File: config.mk
export PLATFORM = sky130hd
export DESIGN_NAME = instruction_sequencer
export DESIGN_NICKNAME = d
export VERILOG_FILES = /design/src/rtl/instruction_sequencer.sv
export SDC_FILE = /design/constraint.sdc
export NUM_CORES = 1
export LEC_CHECK = 0
export ABC_AREA = 1
export BUFFER_PORTS_ARGS = -buffer_cell sky130_fd_sc_hd__buf_2
export CAP_MARGIN = 40
export CORE_AREA = 2 2 49 51
export DETAILED_ROUTE_END_ITERATION = 7
export DIE_AREA = 0 0 51 53
export PLACE_DENSITY_LB_ADDON = 0.3
export SLEW_MARGIN = 20
export SYNTH_ARGS = -nofsm -noshare
export SYNTH_HDL_FRONTEND = slang
export SYNTH_SLANG_ARGS = --single-unit
File: constraint.sdc
create_clock -name clock -period 1.35 [get_ports clock]
set_input_delay 0.2025 -clock clock [delete_from_list [all_inputs] [get_ports clock]]
set_output_delay 0.2025 -clock clock [all_outputs]
set_load 0.02 [all_outputs]
File: src/rtl/instruction_sequencer.sv
// rtl/instruction_sequencer.sv - fetch/decode/execute sequencer driving a program counter and ALU.
// Optional return stack for CALL/RET is built when CALL_STACK_EN is defined.
module instruction_sequencer #(
    parameter int WORD_WIDTH  = 8,
    parameter int STACK_DEPTH = 4
) (
    input  logic                  clock,
    input  logic                  reset,
    input  logic                  run,
    input  logic [WORD_WIDTH-1:0] pc_value,
    input  logic                  zero_flag,
    output logic                  mem_read,
    output logic [WORD_WIDTH-1:0] mem_addr,
    input  logic                  mem_ready,
    input  logic [WORD_WIDTH-1:0] mem_data,
    output logic                  pc_enable,
    output logic                  pc_jump,
    output logic                  pc_jz,
    output logic [WORD_WIDTH-1:0] pc_jump_address,
    output logic [3:0]            alu_op,
    output logic                  alu_valid,
    output logic                  halted,
    output logic                  stack_fault
);

    typedef enum logic [2:0] {
        IDLE, FETCH, DECODE, OPERAND, EXECUTE, HALT
    } state_t;

    localparam logic [3:0] OP_JMP = 4'h8;
    localparam logic [3:0] OP_JZ  = 4'h9;
    localparam logic [3:0] OP_HLT = 4'hF;

    state_t                state;
    logic [3:0]            opcode;
    logic [WORD_WIDTH-1:0] target;
    logic                  two_word;

`ifdef CALL_STACK_EN
    localparam logic [3:0] OP_CALL = 4'hA;
    localparam logic [3:0] OP_RET  = 4'hB;
    localparam int SP_W  = $clog2(STACK_DEPTH + 1);
    localparam int IDX_W = (STACK_DEPTH > 1) ? $clog2(STACK_DEPTH) : 1;

    logic [WORD_WIDTH-1:0] stack [STACK_DEPTH];
    logic [SP_W-1:0]       sp;
    logic [SP_W-1:0]       sp_dec;
    logic                  fault;
    logic                  stack_full;
    logic                  stack_empty;

    assign sp_dec      = sp - SP_W'(1);
    assign stack_full  = (sp == SP_W'(STACK_DEPTH));
    assign stack_empty = (sp == '0);
    assign two_word    = (opcode == OP_JMP) || (opcode == OP_JZ) || (opcode == OP_CALL);
`else
    assign two_word    = (opcode == OP_JMP) || (opcode == OP_JZ);
`endif

    always_ff @(posedge clock) begin
        if (reset) begin
            state  <= IDLE;
            opcode <= '0;
            target <= '0;
`ifdef CALL_STACK_EN
            sp     <= '0;
            fault  <= 1'b0;
`endif
        end else begin
            case (state)
                IDLE: if (run) state <= FETCH;
                FETCH: begin
                    if (mem_ready) begin
                        opcode <= mem_data[WORD_WIDTH-1 -: 4];
                        state  <= DECODE;
                    end
                end
                DECODE: state <= two_word ? OPERAND : EXECUTE;
                OPERAND: begin
                    if (mem_ready) begin
                        target <= mem_data;
                        state  <= EXECUTE;
                    end
                end
                EXECUTE: begin
                    state <= (opcode == OP_HLT) ? HALT : FETCH;
`ifdef CALL_STACK_EN
                    // pc_value already points past the operand word: that is the return address
                    if (opcode == OP_CALL) begin
                        if (stack_full) begin
                            fault <= 1'b1;
                            state <= HALT;
                        end else begin
                            stack[sp[IDX_W-1:0]] <= pc_value;
                            sp <= sp + SP_W'(1);
                        end
                    end
                    if (opcode == OP_RET) begin
                        if (stack_empty) begin
                            fault <= 1'b1;
                            state <= HALT;
                        end else begin
                            sp <= sp_dec;
                        end
                    end
`endif
                end
                HALT: state <= HALT;
                default: state <= IDLE;
            endcase
        end
    end

    always_comb begin
        mem_read        = 1'b0;
        mem_addr        = '0;
        pc_enable       = 1'b0;
        pc_jump         = 1'b0;
        pc_jz           = 1'b0;
        pc_jump_address = '0;
        alu_op          = '0;
        alu_valid       = 1'b0;
        halted          = 1'b0;
        if (!reset) begin
            case (state)
                FETCH, OPERAND: begin
                    mem_read  = 1'b1;
                    mem_addr  = pc_value;
                    pc_enable = mem_ready;
                end
                EXECUTE: begin
                    case (opcode)
                        4'h1, 4'h2, 4'h3, 4'h4, 4'h5, 4'h6, 4'h7: begin
                            alu_valid = 1'b1;
                            alu_op    = opcode;
                        end
                        OP_JMP: begin
                            pc_enable       = 1'b1;
                            pc_jump         = 1'b1;
                            pc_jump_address = target;
                        end
                        OP_JZ: begin
                            if (zero_flag) begin
                                pc_enable       = 1'b1;
                                pc_jz           = 1'b1;
                                pc_jump_address = target;
                            end
                        end
`ifdef CALL_STACK_EN
                        OP_CALL: begin
                            if (!stack_full) begin
                                pc_enable       = 1'b1;
                                pc_jump         = 1'b1;
                                pc_jump_address = target;
                            end
                        end
                        OP_RET: begin
                            if (!stack_empty) begin
                                pc_enable       = 1'b1;
                                pc_jump         = 1'b1;
                                pc_jump_address = stack[sp_dec[IDX_W-1:0]];
                            end
                        end
`endif
                        default: ;
                    endcase
                end
                HALT: halted = 1'b1;
                default: ;
            endcase
        end
    end

`ifdef CALL_STACK_EN
    assign stack_fault = fault & ~reset;
`else
    assign stack_fault = 1'b0;
`endif

endmodule
==> summary.md <==
| Metric | Value |
|---|---|
| Crit-path cells | nor2_4 -> nand2_2 -> nor2_4 -> buf_4 -> nand3_4 -> a21boi_1 -> buf_4 |
| GRT overflow | 0 |
| Initial antenna violation count | 0 |
| Flop-to-flop setup slack | 0.08 ns |
| GRT Overall Usage | 0.206 |
| Synth cell types | 21 |
| Worst flop-to-flop path endpoint | state[0] |
| Failing checks | setup timing |
| Root buffer cell | clkbuf_4 |
| I/O Buffers | 45 |
| DRC | 0 |
| Top cell type by total area after synthesis | dfxtp_1 |
| Die ar. | 2700 um2 |
| Post-DRT Antenna Nets | 0 |
| Final WL | 3.03 mm |
| Share of the synthesized area in the top cell type | 0.329 |
| RR Startpoint | state[0] |
| Top post-synthesis cells by area | dfxtp_1, nor2_1, nand2_1 |
| Final setup viols | 25 |
| TritonCTS clock tree | done |
| Crit path kind | reg -> out |
| Worst Reg2Reg Path Length in Cells | 9 |
| Setup Skew | 0.00812 ns |
| Nets | 225 |
| Most frequent cells in the layout | nor2_1, buf_4, nand2_1, buf_2, dfxtp_1 |
| Syn_area_per_cell | 6.47 um2 |
| Final setup margin | -0.378 ns |
| Fin. max-slew vios | 0 |
| CP Launch Point | state[1] |
| Post-DR vias/cell | 5.02 |
| Initial DRC count | 22 |
| Synthesized cell area | 912 um2 |
| Worst setup path end | pc_jump_address[6] |
| RSZ-0062 raised after global routing | true |
| Setup_tns | -6.98 ns |
| Reg area | 304 um2 |
| Clock Path Buffers | 2 |
| Multi-input gate area | 649 um2 |
| Sequential share of the synthesized area | 0.329 |
| CP Launch Type | flop |
| Initial core utilization | 0.425 |
| Part of the cycle the worst path needs | 1.28 |
| Area growth, synth to finish | 66.7% |
| Clk sinks | 15 |
| Via count | 1,160 |
| First drt pass iteration count | 5 |
| CP arrival | 1.53 ns |
| Critical Path RT | 1.15 ns |
| Die width | 51 um |
| CP Max Fanout | 5 |
| Layout cell share with drive strength beyond 1 | 0.493 |
| CP Capture Type | output pin |
| Max-cap violations | 0 |
| Tmin final | 1.73 ns |
| Antenna diodes | 0 |
| First-pass GRT wire length | 4.15 mm |
| Worst Hold Class | in -> reg |
| Outcome | finished, violations left |
| CP Depth | 7 |
| H-tree depth | 1 |
| Worst-Skew Late Latency | 0.29 ns |
| Buf/Inv on CP | 2 |
| Core area | 2150 um2 |
| Hpwl dp | 1.94 mm |
| Slowest-stage cell, CP | dfxtp_2 |
| Die height | 53 um |
| Pre-CTS WS | -0.0246 ns |
| Static Leakage | 0.765 nW |
| Slowest Stage Delay on Critical Path | 0.35 ns |
| Gate Count Post-Synth | 141 |
| Max Clock Freq | 579 MHz |
| YS warnings | 0 |
| Largest net degree at the start of global routing | 15 |
| RD Place Congestion | 0.795 |
| CP delay by family, top | simple AND/OR/NAND/NOR gates |
| Hold Vio Cnt, Final | 0 |
| Layout fillers | 165 |
| Worst-case vdd ir drop | 0.000624 V |
| Wire per inst | 13.1 um |
| CTS Buf Count | 3 |
| Worst-path clk slew | 0.10 ns |
| Row Count | 17 |
| Vias in the first global route | 1,017 |
| FF+latch count, synth | 15 |
| Tot Pwr | 1.26 mW |
| I/O pins | 48 |
| Hold WS | 0.137 ns |
| Power per cell area | 826 nW/um2 |
[state kept, by name (all words and copies together), names as in the netlist]
register,cells
target,8
opcode,4
state,3
[through the flow]
step	std cells	util	cell area [um2]
3_5_place_dp	220	0.567	1220
5_1_grt	231	0.708	1520
3_3_place_gp	220	0.567	1220
4_1_cts	227	0.651	1400
2_1_floorplan	142	-	916
6_report	231	0.708	1520
[cell families (layout without fill, tap and decap cells)]
group / Yosys count / after routing / synth area share
AND/OR/NAND/NOR: 78 / 80 / 0.395
buffers and inverters: 21 / 80 / 0.103
flip-flops: 15 / 15 / 0.329
other: 1 / 2 / 0.00411
AO/OA/AOI/OAI: 26 / 26 / 0.169
[where the power goes]
group / internal, mW / leakage (nW) / total [mW] / switching (mW)
combinational: 0.195 / 0.625 / 0.491 / 0.296
clock: 0.110 / 0.0177 / 0.262 / 0.152
sequential: 0.476 / 0.123 / 0.502 / 0.0266
total: 0.781 / 0.765 / 1.26 / 0.475
[layer usage]
| layer | wire length [um] | global-route usage | up-vias |
|---|---|---|---|
| met4 | 59 | 0.0901 | 0 |
| met2 | 1680 | 0.383 | 28 |
| met5 | 0 | 0 | - |
| li1 | - | - | 571 |
| met1 | 1200 | 0.226 | 553 |
| met3 | 94 | 0.0367 | 8 |
[synthesized netlist by cell type (all sizes together)]
cell / instances
a21boi: 8
a21oi: 6
buf: 3
clkbuf: 2
conb: 1
dfxtp: 15
inv: 16
nand2: 31
nand3: 5
nand4: 1
nor2: 39
nor3: 2
o21ai: 12
[worst min path at each step]
stage / slack [ns] / cells past startpoint / startpoint / to
floorplan: 0.27 / 1 / reset / state[0]
global placement: 0.42 / 3 / mem_data[0] / target[0]
detailed placement: 0.44 / 3 / mem_data[3] / target[3]
CTS: 0.13 / 3 / mem_data[3] / target[3]
global route: 0.15 / 3 / mem_data[7] / target[7]
finish: 0.14 / 3 / mem_data[0] / target[0]
[cell type report]
type / count / share of cell area
multi-input combinational: 108 / 0.427
timing repair buffer: 60 / 0.291
sequential: 15 / 0.200
inverter: 16 / 0.0412
tap: 28 / 0.0230
clock buffer: 3 / 0.0148
clock inverter: 1 / 0.00329
[worst reg2reg max path: cells and delay by family (launching register included)]
| kind | cells | cell delay, ns |
|---|---|---|
| buffers and inverters | 4 | 0.37 |
| and+or+nand+nor | 4 | 0.33 |
| AOI/OAI and AO/OA | 1 | 0.07 |
| DFF | 1 | 0.39 |
[what timing repair did]
| action | 4_1_cts | 5_1_grt |
|---|---|---|
| resized for setup | 48 | 25 |
| buffers inserted | 3 | 2 |
| endpoints found under the setup margin | 25 | 29 |
| hold buffers | 0 | 0 |
| pin swaps | 3 | 5 |
| cloned | 0 | 2 |
Note: power is estimated with default switching activity, not from simulation.
